<file path="src/rtl/display_pkg.sv">
// Shared constants and state encoding for the display-side SPI receiver.
package display_pkg;

    localparam int         TITLE_BITS  = 128;
    localparam int         NOTE_BITS   = 24;
    localparam logic [7:0] ASCII_SPACE = 8'h20;

    typedef enum logic [1:0] {
        IDLE,
        SHIFT,
        COMMIT,
        DONE
    } rx_state_t;

endpackage

</file>
<file path="src/rtl/spi_frame_rx_sync_edge.sv">
// Multi-flop synchronizer for one asynchronous line, with registered
// rise/fall strobes and a one-cycle-delayed copy of the synced level.
// The delayed level lines up with the edge strobes, so a data line run
// through an identical instance yields the value present at the edge.
module sync_edge #(
    parameter int SYNC_STAGES = 2
) (
    input  logic clk,
    input  logic reset,
    input  logic din,
    output logic rise,
    output logic fall,
    output logic level
);

    logic [SYNC_STAGES-1:0] sync_reg;
    logic                   level_reg;
    logic                   rise_reg;
    logic                   fall_reg;
    logic                   synced;

    assign synced = sync_reg[SYNC_STAGES-1];

    // Synchronizer chain, delayed copy and edge strobes.
    always_ff @(posedge clk) begin
        if (reset) begin
            sync_reg  <= '0;
            level_reg <= 1'b0;
            rise_reg  <= 1'b0;
            fall_reg  <= 1'b0;
        end else begin
            sync_reg  <= {sync_reg[SYNC_STAGES-2:0], din};
            level_reg <= synced;
            rise_reg  <= synced & ~level_reg;
            fall_reg  <= ~synced & level_reg;
        end
    end

    assign rise  = rise_reg;
    assign fall  = fall_reg;
    assign level = level_reg;

endmodule

</file>
<file path="src/rtl/spi_frame_rx.sv">
// SPI frame receiver: oversamples the MCU's SPI lines on clk, shifts one
// MSB-first frame per spiLoad window and commits it atomically into the
// title or note buffer, then acknowledges with spiDone.
module spi_frame_rx
    import display_pkg::*;
#(
    parameter int SYNC_STAGES = 2,
    parameter int DONE_CYCLES = 400,
    parameter int TITLE_BYTES = TITLE_BITS / 8,
    parameter int NOTE_BYTES  = NOTE_BITS / 8
) (
    input  logic                     clk,
    input  logic                     reset,
    input  logic                     sck,
    input  logic                     sdi,
    input  logic                     spiLoad,
    input  logic                     titleNote,
    output logic [8*TITLE_BYTES-1:0] title,
    output logic [8*NOTE_BYTES-1:0]  note,
    output logic                     newTitle,
    output logic                     newNote,
    output logic                     frameErr,
    output logic                     spiDone
);

    localparam int         TW        = 8 * TITLE_BYTES;
    localparam int         NW        = 8 * NOTE_BYTES;
    localparam int         HOLD_W    = $clog2(DONE_CYCLES + 1);
    localparam logic [7:0] TITLE_CNT = 8'(TW);
    localparam logic [7:0] NOTE_CNT  = 8'(NW);

    // Lane order: 0 sck, 1 spiLoad, 2 sdi, 3 titleNote.
    logic [3:0] raw_vec;
    logic [3:0] rise_vec;
    logic [3:0] fall_vec;
    logic [3:0] level_vec;

    assign raw_vec = {titleNote, sdi, spiLoad, sck};

    for (genvar gi = 0; gi < 4; gi++) begin : g_sync
        sync_edge #(
            .SYNC_STAGES(SYNC_STAGES)
        ) u_sync (
            .clk  (clk),
            .reset(reset),
            .din  (raw_vec[gi]),
            .rise (rise_vec[gi]),
            .fall (fall_vec[gi]),
            .level(level_vec[gi])
        );
    end

    logic sck_rise;
    logic load_rise;
    logic load_fall;
    logic sdi_bit;
    logic tn_level;

    assign sck_rise  = rise_vec[0];
    assign load_rise = rise_vec[1];
    assign load_fall = fall_vec[1];
    assign sdi_bit   = level_vec[2];
    assign tn_level  = level_vec[3];

    // Edges of the data/select lines and delayed levels of the strobe
    // lines have no consumer; they are gathered here and trimmed away.
    logic unused_sync;
    assign unused_sync = &{rise_vec[3:2], fall_vec[3:2], fall_vec[0], level_vec[1:0]};

    rx_state_t         state_reg, state_next;
    logic [TW-1:0]     shift_reg, shift_next;
    logic [7:0]        count_reg, count_next;
    logic              target_reg, target_next;
    logic [HOLD_W-1:0] hold_reg, hold_next;
    logic [TW-1:0]     title_reg, title_next;
    logic [NW-1:0]     note_reg, note_next;
    logic              new_title_reg, new_title_next;
    logic              new_note_reg, new_note_next;
    logic              frame_err_reg, frame_err_next;

    // State and datapath registers; reset restores blank buffers.
    always_ff @(posedge clk) begin
        if (reset) begin
            state_reg     <= IDLE;
            shift_reg     <= '0;
            count_reg     <= '0;
            target_reg    <= 1'b0;
            hold_reg      <= '0;
            title_reg     <= {TITLE_BYTES{ASCII_SPACE}};
            note_reg      <= {NOTE_BYTES{ASCII_SPACE}};
            new_title_reg <= 1'b0;
            new_note_reg  <= 1'b0;
            frame_err_reg <= 1'b0;
        end else begin
            state_reg     <= state_next;
            shift_reg     <= shift_next;
            count_reg     <= count_next;
            target_reg    <= target_next;
            hold_reg      <= hold_next;
            title_reg     <= title_next;
            note_reg      <= note_next;
            new_title_reg <= new_title_next;
            new_note_reg  <= new_note_next;
            frame_err_reg <= frame_err_next;
        end
    end

    // Next-state logic: frame capture, length check, commit and hold.
    always_comb begin
        state_next     = state_reg;
        shift_next     = shift_reg;
        count_next     = count_reg;
        target_next    = target_reg;
        hold_next      = hold_reg;
        title_next     = title_reg;
        note_next      = note_reg;
        new_title_next = 1'b0;
        new_note_next  = 1'b0;
        frame_err_next = 1'b0;

        case (state_reg)
            IDLE: begin
                if (load_rise) begin
                    target_next = tn_level;
                    shift_next  = '0;
                    count_next  = '0;
                    state_next  = SHIFT;
                end
            end
            SHIFT: begin
                // A frame end takes priority over a coincident clock edge.
                if (load_fall) begin
                    if (count_reg == (target_reg ? TITLE_CNT : NOTE_CNT)) begin
                        state_next = COMMIT;
                    end else begin
                        frame_err_next = 1'b1;
                        state_next     = IDLE;
                    end
                end else if (sck_rise) begin
                    shift_next = {shift_reg[TW-2:0], sdi_bit};
                    if (count_reg != 8'hFF) begin
                        count_next = count_reg + 8'd1;
                    end
                end
            end
            COMMIT: begin
                if (target_reg) begin
                    title_next     = shift_reg;
                    new_title_next = 1'b1;
                end else begin
                    note_next     = shift_reg[NW-1:0];
                    new_note_next = 1'b1;
                end
                hold_next  = HOLD_W'(DONE_CYCLES);
                state_next = DONE;
            end
            DONE: begin
                if (load_rise) begin
                    target_next = tn_level;
                    shift_next  = '0;
                    count_next  = '0;
                    state_next  = SHIFT;
                end else begin
                    hold_next = hold_reg - HOLD_W'(1);
                    if (hold_reg <= HOLD_W'(1)) begin
                        state_next = IDLE;
                    end
                end
            end
            default: state_next = IDLE;
        endcase
    end

    assign title    = title_reg;
    assign note     = note_reg;
    assign newTitle = new_title_reg;
    assign newNote  = new_note_reg;
    assign frameErr = frame_err_reg;
    assign spiDone  = (state_reg == DONE);

endmodule

</file>
<file path="config.mk">
export PLATFORM = sky130hd
export DESIGN_NAME = spi_frame_rx
export DESIGN_NICKNAME = d
export VERILOG_FILES = /design/src/rtl/display_pkg.sv /design/src/rtl/spi_frame_rx_sync_edge.sv /design/src/rtl/spi_frame_rx.sv
export SDC_FILE = /design/constraint.sdc
export NUM_CORES = 1
export LEC_CHECK = 0
export CORE_ASPECT_RATIO = 1.4
export CORE_MARGIN = 1.5
export CORE_UTILIZATION = 58
export CTS_CLUSTER_SIZE = 40
export DETAILED_ROUTE_END_ITERATION = 10
export PLACE_DENSITY = 0.84
export SYNTH_ARGS = -nofsm -noshare
export SYNTH_HDL_FRONTEND = slang
export SYNTH_HIERARCHICAL = 1
export SYNTH_SLANG_ARGS = --single-unit
</file>
<file path="constraint.sdc">
create_clock -name clk -period 5.4 [get_ports clk]
set_clock_uncertainty 0.05 [all_clocks]
set_input_delay 0.81 -clock clk [delete_from_list [all_inputs] [get_ports clk]]
set_output_delay 0.81 -clock clk [all_outputs]
set_load 0.02 [all_outputs]
</file>
---- Word-level counts from Yosys, hierarchy flattened ----
Index checks and enable logic that the tools add are counted.
storage, ports and cells
  word-level logic and storage cells ...... 81
  bits of input ports ..................... 6
  bits in registers ....................... 318
cells by class
  reduce and logical (&&, ||, !) cells .... 13
  bitwise logic cells ..................... 10
  magnitude comparators ................... 1
  multiplexer cells ....................... 21
  eq/ne operators ......................... 13
  add/sub/neg operators ................... 2
operator list
  cell                                                                               number
  128-bit 2-to-1 mux                                                                 3
  128-bit one-hot mux with 2 select lines                                            1
  8-bit 2-to-1 mux                                                                   5
  9-bit one-hot mux with 2 select lines                                              1
  8-bit one-hot mux with 2 select lines                                              1
  2-bit 2-to-1 mux                                                                   5
  9-bit by 1-bit less-or-equal comparator with 1-bit output (second input constant)  1
  9-bit 2-to-1 mux                                                                   1
  9-bit by 1-bit subtractor with 9-bit output (second input constant)                1
  8-bit by 1-bit adder with 8-bit output (second input constant)                     1
  8-bit equality test                                                                1
  2-bit by 1-bit != test with 1-bit output (second input constant)                   4
  8-bit != test (second input constant)                                              1
  2-bit one-hot mux with 4 select lines                                              1
  2-bit AND reduction                                                                4
  1-bit NOT                                                                          7
  2-bit != test (second input constant)                                              3
  5-bit AND reduction                                                                1
  2-bit equality test (second input constant)                                        2
  4-bit AND reduction                                                                1
  2-bit nonzero test                                                                 2
  2-bit OR reduction                                                                 2
  1-bit bitwise AND                                                                  3
  1-bit 2-to-1 mux                                                                   3
  5 further kinds                                                                    5

---- Longest topological paths before layout ----
Gate-level depths: netlist of run 1.
  depth in word-level cells ............... 5
  depth in mapped cells ................... 8
  depth with buffers taken out ............ 6

---- Cells and area by module ----
Netlist of run 1, hierarchy kept.
modules (own cells, without submodules)
  module        cells an instance  sequential area each (sq um)  instances  area an instance (sq um)
  spi_frame_rx  1396               6065.8                        1          11184.5
  sync_edge     10                 100.1                         4          133.9

---- Worst setup path before layout of run 1 ----
OpenSTA, ideal clock, no wires.
  path kind ............................... input to register
  start ................................... input reset
  end ..................................... register hold_reg[1]
  slack ................................... 3571 ps
  required time ........................... 5222 ps
  stages on the path ...................... 4
  data arrival time ....................... 1652 ps
  path buffers ............................ 3
  path through ............................ clkbuf_1 -> clkbuf_1 -> clkbuf_1 -> nor2_1
RTL lines
  item                  RTL line            source
  start, declared       spi_frame_rx.sv:13  input logic reset,
  end signal, assigned  spi_frame_rx.sv:99  hold_reg <= hold_next;
  end, declared         spi_frame_rx.sv:74  logic [HOLD_W-1:0] hold_reg, hold_next;
No word-level cell between the ends.

---- Worst setup path after layout of run 1 ----
  start ................................... register state_reg[0]
  end ..................................... register shift_reg[125]
between the ends
  cells in the longest elaborated chain, start to end .. 4
  elaborated cells on any way between the ends .. 10
  those cells by class .................... eq/ne: 5; mux: 1; reduce/logical: 4
RTL lines
  item                                                                                      RTL line             source
  start, declared                                                                           spi_frame_rx.sv:70   rx_state_t state_reg, state_next;
  start signal, assigned                                                                    spi_frame_rx.sv:95   state_reg <= state_next;
  2-bit equality test or 2-bit logical NOT (tied branches)                                  spi_frame_rx.sv:121  case (state_reg)
  2-bit OR reduction (no line)                                                              --
  2-bit by 1-bit != test with 1-bit output (no line) or 2-bit nonzero test (tied branches)  --
  4-bit AND reduction (no line)                                                             --
  end signal, assigned                                                                      spi_frame_rx.sv:96   shift_reg <= shift_next;
  end, declared                                                                             spi_frame_rx.sv:71   logic [TW-1:0] shift_reg, shift_next;
Several ways; a longest one is shown, not always the timed one.
A chain may end at the register's enable or synchronous reset.

==> results of run 1 <==
layout by cell type (no fill, tap or decap), drive strengths merged, types with 5 or more instances in the layout:
cell type / count
a211oi: 5
a21oi: 273
buf: 11
clkbuf: 35
clkdlybuf4s50: 160
clkinv: 6
dfxtp: 318
ha: 10
inv: 14
nand2: 444
nand2b: 6
nand3: 133
nand3b: 19
nor2: 16
nor2b: 16
nor3: 9
o21ai: 5
per-layer routing:
metal / global-route usage, % / vias up
met5: 0 / -
met1: 31.5 / 4670
li1: - / 4912
met3: 5.80 / 36
met4: 6.32 / 0
met2: 42.6 / 246
power by group through the flow:
stage	logic (µW)	clock network, µW	registers (µW)
after floorplan	227	0	2410
after global placement	263	0	2410
after detailed placement	264	0	2410
after CTS	265	2080	2350
after global routing	296	2170	2350
final	267	2060	2350
final timing paths:
path                                                         from                               end  slack, ns  cells past startpoint
worst max-delay path                    state_reg[0]$_SDFFE_PP0P_       shift_reg[125]$_SDFFE_PP0P_       2.09                      7
worst min-delay path            g_sync[0].u_sync/level$_SDFF_PP0_  g_sync[0].u_sync/rise$_SDFF_PP0_       0.34                      1
worst max register to register          state_reg[0]$_SDFFE_PP0P_       shift_reg[125]$_SDFFE_PP0P_       2.09                      7
worst min register to register  g_sync[0].u_sync/level$_SDFF_PP0_  g_sync[0].u_sync/rise$_SDFF_PP0_       0.34                      1
area by class of cell:
class                   instances  share of cell area, %
clock buffers                  35                   5.67
multi-input cells             981                   33.5
well taps                     252                   2.24
clock inverters                10                   1.07
repair buffers                171                   12.0
inverters                      14                  0.373
flip-flops and latches        318                   45.2
stage by stage:
step / utilization, % / hold slack (ns) / std cells / instance area [µm²] / worst slack, ns
finish: 71.5 / 0.344 / 1781 / 14100 / 2.09
global route: 71.5 / 0.361 / 1781 / 14100 / 1.77
CTS: 71.5 / 0.338 / 1781 / 14100 / 2.12
detailed placement: 66.7 / 0.329 / 1736 / 13100 / 2.17
global placement: 66.7 / 0.328 / 1736 / 13100 / 2.29
floorplan: - / 0.321 / 1426 / 11600 / 3.57
==> run metrics, run 1 <==
Vias=9864; grt total ovfl=0; antenna violations before repair=0; Seq. cell area=6370 µm²; clock period minus worst slack=3.31 ns; Metal-1 WL=10.9 mm; TritonCTS Sinks=318; CTS tree=built; DPL Wire Length=15.6 mm; crit path DAT=3.72 ns; relative slew slack=27.4%; drt total wl=26.2 mm; Syn Area/Cell=8.12 µm²; initial DRC count=856; first-pass GRT wire length=43.3 mm; f_max=302 MHz; Port Buffers=161; Gate power share=5.7%; Initial Util=58.8%; Rows=61; run status=finished clean; clock root buffer=clkbuf_16; DRT antenna net count=0; total global-route track usage=24.9%; wire length on met3=1.63 mm; layout cells sized above 1=4.38%; P_leak=0.00463 µW; vias in the first global route=9054; H-tree depth=1; filler instances=1504; clock share of power=43.9%; clk_lat worst skew=0.54 ns; met2 wire len=13.2 mm; CTS resizes=0; Max-cap violations=0; clk buf depth=3; CTS Buf Count=28; Multi-input gate area=4710 µm²; WS Path Type=flop to flop; top routing layer in use=met4; mapped cell area=11600 µm²; post-route setup TNS=0 ns; Setup crit end kind=flop; VDD IR max=0.000273 V; register share of total power=50.3%; drt pass-1 iters=5; Worst-Margin Slew=1.09 ns; RSZ-0062 raised after global routing=false; Via density=5.54; cell family with most CP delay=compound AO/OA/AOI/OAI gates; Final Hold Viols=0; Crit path buffers/inverters=2; CTS hold repair buffers=0; slowest stage cell, crit path=o211a_4; total power=4680 µW; Sw Ratio=22.7%; Int Power=3620 µW; CP Launch Type=flop; synth warn=6; CTS clk-pin slew, worst paths=0.07 ns; nets@finish=1530; crit path cell chain=inv_1 > ha_4 > or2_1 > o211a_4 > buf_4 > nand3_1 > a21oi_1; Power Dens Cells=332 nW/µm²; final RePlAce weighted congestion=0.784; CP peak stage delay=0.83 ns; I/O pin count=162; Die Y=170 µm; drt drc=0; Psw=1060 µW; final period utilization=61.4%; wire per inst=14.7 µm; setup bufs post-CTS=0; Final Max Tran Viols=0; syn nets=1442; Worst EP required=5.81 ns; crit-path max FO=90; final setup fails=0; Chip Width=122 µm; # diodes=0; die area=20800 µm²; Syn Inst Count=1426; hold crit path type=flop to flop; largest net degree at the start of global routing=170; Layout area overhead=21.6%; core region area=19700 µm²
Note: power is estimated with default switching activity, not from simulation.
==> inputs of run 2 (changes only) <==
CORE_UTILIZATION = 54   (was 58)
PLACE_DENSITY = 0.79   (was 0.84)
clock period = 3.4 ns   (was 5.4 ns; I/O delays follow)
==> run 2 against run 1 <==
Against the previous run:
- total power is 60% higher
- critical path depth stayed put
- final cell count is 1.0% higher
- core utilization is 4.2 points lower
- global-route usage is 1.6 points lower
- flip-flop and latch count stayed put
- worst hold slack worse by 0.0017 ns
- highest routed layer unchanged
- via count is 0.53% lower
==> run metrics, run 2 (synthesis gave the netlist of run 1 again) <==
Die Y=176 µm; Max-cap violations=0; CP Launch Type=flop; clk buf depth=3; Vias=9812; Layout Cells excl Fill=1799; I/O pin count=162; clk_lat worst skew=0.54 ns; Power Dens Cells=526 nW/µm²; met2 wire len=13.3 mm; Chip Width=127 µm; commonest non-fill, non-tap cell in the layout=nand2_1; Crit path buffers/inverters=2; worst reg2reg setup slack=0.72 ns; wire per inst=14.8 µm; # diodes=0; Final Hold Viols=0; die area=22300 µm²; Rows=63; VDD IR max=0.000431 V; DP Cell Count=1749; vias in the first global route=9219; Final Max Tran Viols=0; drt drc=0; WS Path Type=flop to flop; top routing layer in use=met4; layout cells sized above 1=4.81%; largest net degree at the start of global routing=111; hold crit path type=flop to flop; post-route setup TNS=0 ns; nets@finish=1535; hold wc startpoint=g_sync[0].u_sync/level$_SDFF_PP0_; antenna violations before repair=0; crit-path max FO=58; r2r worst-path depth=7; total global-route track usage=23.3%; commonest cells after routing, fill and taps aside=443 x nand2_1, 318 x dfxtp_1, 273 x a21oi_1; drt pass-1 iters=5; drt total wl=26.5 mm; crit path cell chain=inv_1 > ha_4 > or2_1 > o211a_4 > buf_4 > nand3_1 > a21oi_1; CTS resizes=0; DPL Wire Length=16.0 mm; CP endpoint=shift_reg[111]$_SDFFE_PP0P_; CTS Buf Count=28; instance count on the critical path=7; DP Worst Slack=0.747 ns; RSZ-0062 raised after global routing=false; Port Buffers=161; grt total ovfl=0; final period utilization=78.9%; crit path DAT=3.10 ns; Final WS setup=0.717 ns; CP peak stage delay=0.61 ns; final RePlAce weighted congestion=0.819; Setup crit end kind=flop; total power=7480 µW; DRT antenna net count=0; core region area=21100 µm²; run status=finished clean; Metal-1 WL=11.2 mm; Layout area overhead=22.8%; f_max=373 MHz; relative slew slack=28.9%; Via density=5.45; cell family with most CP delay=compound AO/OA/AOI/OAI gates; Worst-Margin Slew=1.07 ns; final setup fails=0; CTS tree=built; wire length on met3=1.34 mm; initial DRC count=745; CTS hold repair buffers=0; slowest stage cell, crit path=o211a_4; capture point of the worst reg-to-reg path=shift_reg[111]$_SDFFE_PP0P_; Hold Path Depth=1; setup bufs post-CTS=0; Worst EP required=3.82 ns; TritonCTS Sinks=318; clock period minus worst slack=2.68 ns; Initial Util=54.8%; P_leak=0.00468 µW; first-pass GRT wire length=43.8 mm; CTS clk-pin slew, worst paths=0.06 ns; H-tree depth=1; clock root buffer=clkbuf_16
-- run 2: cell types whose count changed in the layout (fill, tap and decap cells not counted) --
cell,delta
buf_12,+6
buf_4,-1
bufinv_16,-1
clkbuf_1,+3
clkbuf_8,+2
clkinv_2,-1
clkinvlp_4,+1
inv_6,+1
-- run 2: routing by layer --
layer	vias up	track usage, %
met1	4598	28.4
li1	4922	-
met3	53	4.15
met5	-	0
met4	0	8.48
met2	239	41.2
-- run 2: through the flow --
stage	utilization, %	hold WS (ns)	cell area (µm²)
6_report	67.4	0.342	14200
5_1_grt	67.4	0.362	14200
4_1_cts	67.4	0.346	14200
3_5_place_dp	62.8	0.336	13300
3_3_place_gp	62.8	0.328	13300
2_1_floorplan	-	0.321	11600
-- run 2: cell type report --
type | instances | area, µm²
multi-input combinational | 981 | 4710
tap | 260 | 325
clock inverter | 10 | 131
inverter | 14 | 52.6
clock buffer | 40 | 837
timing repair buffer | 176 | 1800
fill | 1772 | 6900
sequential | 318 | 6370
-- run 2: worst min-delay path by stage --
stage	to	slack, ns
final	g_sync[0].u_sync/rise$_SDFF_PP0_	0.34
after CTS	g_sync[0].u_sync/rise$_SDFF_PP0_	0.35
after global routing	g_sync[0].u_sync/rise$_SDFF_PP0_	0.36
after global placement	g_sync[0].u_sync/rise$_SDFF_PP0_	0.33
after floorplan	g_sync[0].u_sync/rise$_SDFF_PP0_	0.32
after detailed placement	g_sync[0].u_sync/rise$_SDFF_PP0_	0.34
-- run 2: power by group --
group / switching (µW) / internal, µW / leakage, µW
clock network: 1350 / 1940 / 0.000479
registers: 5.99 / 3730 / 0.00256
logic: 371 / 88.7 / 0.00164
==> inputs of run 3 (changes only) <==
CORE_UTILIZATION = 49   (was 54)
PLACE_DENSITY = 0.75   (was 0.79)
clock period = 2.39 ns   (was 3.4 ns; I/O delays follow)
==> run 3 against run 2 <==
Against the previous run:
- clock power grew 33%
- clock-buffer cell count grew 5
- sequential share of layout area shrank 0.38 points
- critical path type is now flop to output pin
- first-iteration DRC count shrank 6.2%
==> run metrics, run 3 (synthesis gave the netlist of run 1 again) <==
grt total ovfl=0; Initial Util=49.9%; drt drc=0; core region area=23200 µm²; Multi-input gate area=4710 µm²; Final Hold Viols=0; antenna violations before repair=0; Rows=66; die area=24600 µm²; Power Dens Cells=722 nW/µm²; clk buf depth=3; drt total wl=26.5 mm; WHS=0.158 ns; final period utilization=95.8%; cell family with most CP delay=buffers and inverters; Port Buffers=161; Setup crit end kind=output pin; hold crit path type=input port to flop; Layout area overhead=23.9%; Die Y=185 µm; CTS tree=built; Layout Cells excl Fill=1858; filler instances=2026; CTS clk-pin slew, worst paths=0.06 ns; CP peak stage delay=0.64 ns; clk_lat worst skew=0.54 ns; # diodes=0; nets@finish=1548; clock root buffer=clkbuf_16; CTS resizes=0; VDD IR max=0.000614 V; crit-path max FO=6; commonest cells after routing, fill and taps aside=443 x nand2_1, 318 x dfxtp_1, 273 x a21oi_1; Worst EP required=1.98 ns; layout cells sized above 1=5.28%; DPL Wire Length=16.6 mm; CP Launch Type=flop; CTS Buf Count=29; initial DRC count=699; DRT antenna net count=0; fin util=61.8%; slowest stage cell, crit path=clkdlybuf4s50_1; final RePlAce weighted congestion=0.798; CTS hold repair buffers=0; relative slew slack=64.7%; TritonCTS Sinks=318; setup bufs post-CTS=0; post-route setup TNS=0 ns; f_max=437 MHz; Hold Path Depth=2; Chip Width=133 µm; total global-route track usage=21.1%; crit path DAT=1.88 ns; clock period minus worst slack=2.29 ns; Vias=9867; Max-cap violations=0; DP Cell Count=1807; vias in the first global route=9247; largest net degree at the start of global routing=89; instance count on the critical path=2; commonest non-fill, non-tap cell in the layout=nand2_1; first-pass GRT wire length=43.9 mm; Via density=5.31; final setup fails=0; drt pass-1 iters=5; Final Max Tran Viols=0; Worst-Margin Slew=0.529 ns; CP endpoint=spiDone; Crit path buffers/inverters=1; crit path cell chain=ha_1 > clkdlybuf4s50_1; H-tree depth=1; r2r worst-path depth=6; RSZ-0062 raised after global routing=false; P_leak=0.00473 µW; run status=finished clean; WS Path Type=flop to output pin; capture point of the worst reg-to-reg path=count_reg[6]$_SDFFE_PP0P_; wire per inst=14.3 µm; Seq. cell area=6370 µm²; worst reg2reg setup slack=0.23 ns; I/O pin count=162; reg-to-reg critical path startpoint=state_reg[0]$_SDFFE_PP0P_
run 3: worst reg2reg max path, cell delays in order, from the launching register on:
cell and delay (ns):
dfxtp_1 0.38, inv_1 0.15, ha_4 0.41, nor2_1 0.12
a211oi_4 0.42, a21oi_1 0.12, a2111oi_1 0.40
run 3: stage by stage:
step	total power, µW	setup WS, ns	area (µm²)
finish	10400	0.100	14400
global route	10700	0.0132	14400
CTS	10400	0.0681	14300
detailed placement	6110	0.190	13500
global placement	6110	0.344	13500
floorplan	5950	0.593	11600
run 3: how the worst min path moves through the flow:
| stage | end | start | slack, ns |
|---|---|---|---|
| 4_1_cts | hold_reg[5]$_SDFFE_PP0P_ | reset | 0.15 |
| 5_1_grt | hold_reg[2]$_SDFFE_PP0P_ | reset | 0.17 |
| 6_report | g_sync[0].u_sync/sync_reg[0]$_SDFF_PP0_ | reset | 0.16 |
| 3_5_place_dp | g_sync[0].u_sync/rise$_SDFF_PP0_ | g_sync[0].u_sync/level$_SDFF_PP0_ | 0.33 |
| 3_3_place_gp | g_sync[0].u_sync/rise$_SDFF_PP0_ | g_sync[0].u_sync/level$_SDFF_PP0_ | 0.33 |
| 2_1_floorplan | g_sync[0].u_sync/rise$_SDFF_PP0_ | g_sync[0].u_sync/level$_SDFF_PP0_ | 0.32 |
run 3: layout make-up:
cell class	count	share of cell area, %
Clock inverter	6	0.235
Multi-Input combinational cell	981	32.8
Sequential cell	318	44.4
Tap cell	306	2.67
Timing Repair Buffer	188	13.6
Inverter	14	0.366
Clock buffer	45	5.96
run 3: layer usage:
layer,up-vias,part of all wire (%),GRT usage (%)
met5,-,0,0
met4,0,2.6,7.25
met3,47,6.4,4.24
met2,255,50,36.9
met1,4615,42,25.8
li1,4950,-,-
run 3: where the power goes:
group | internal [µW] | leakage (µW) | switching [µW]
clock | 2450 | 0.000442 | 1910
combinational | 148 | 0.00172 | 532
sequential | 5310 | 0.00256 | 8.55
total | 7910 | 0.00473 | 2450
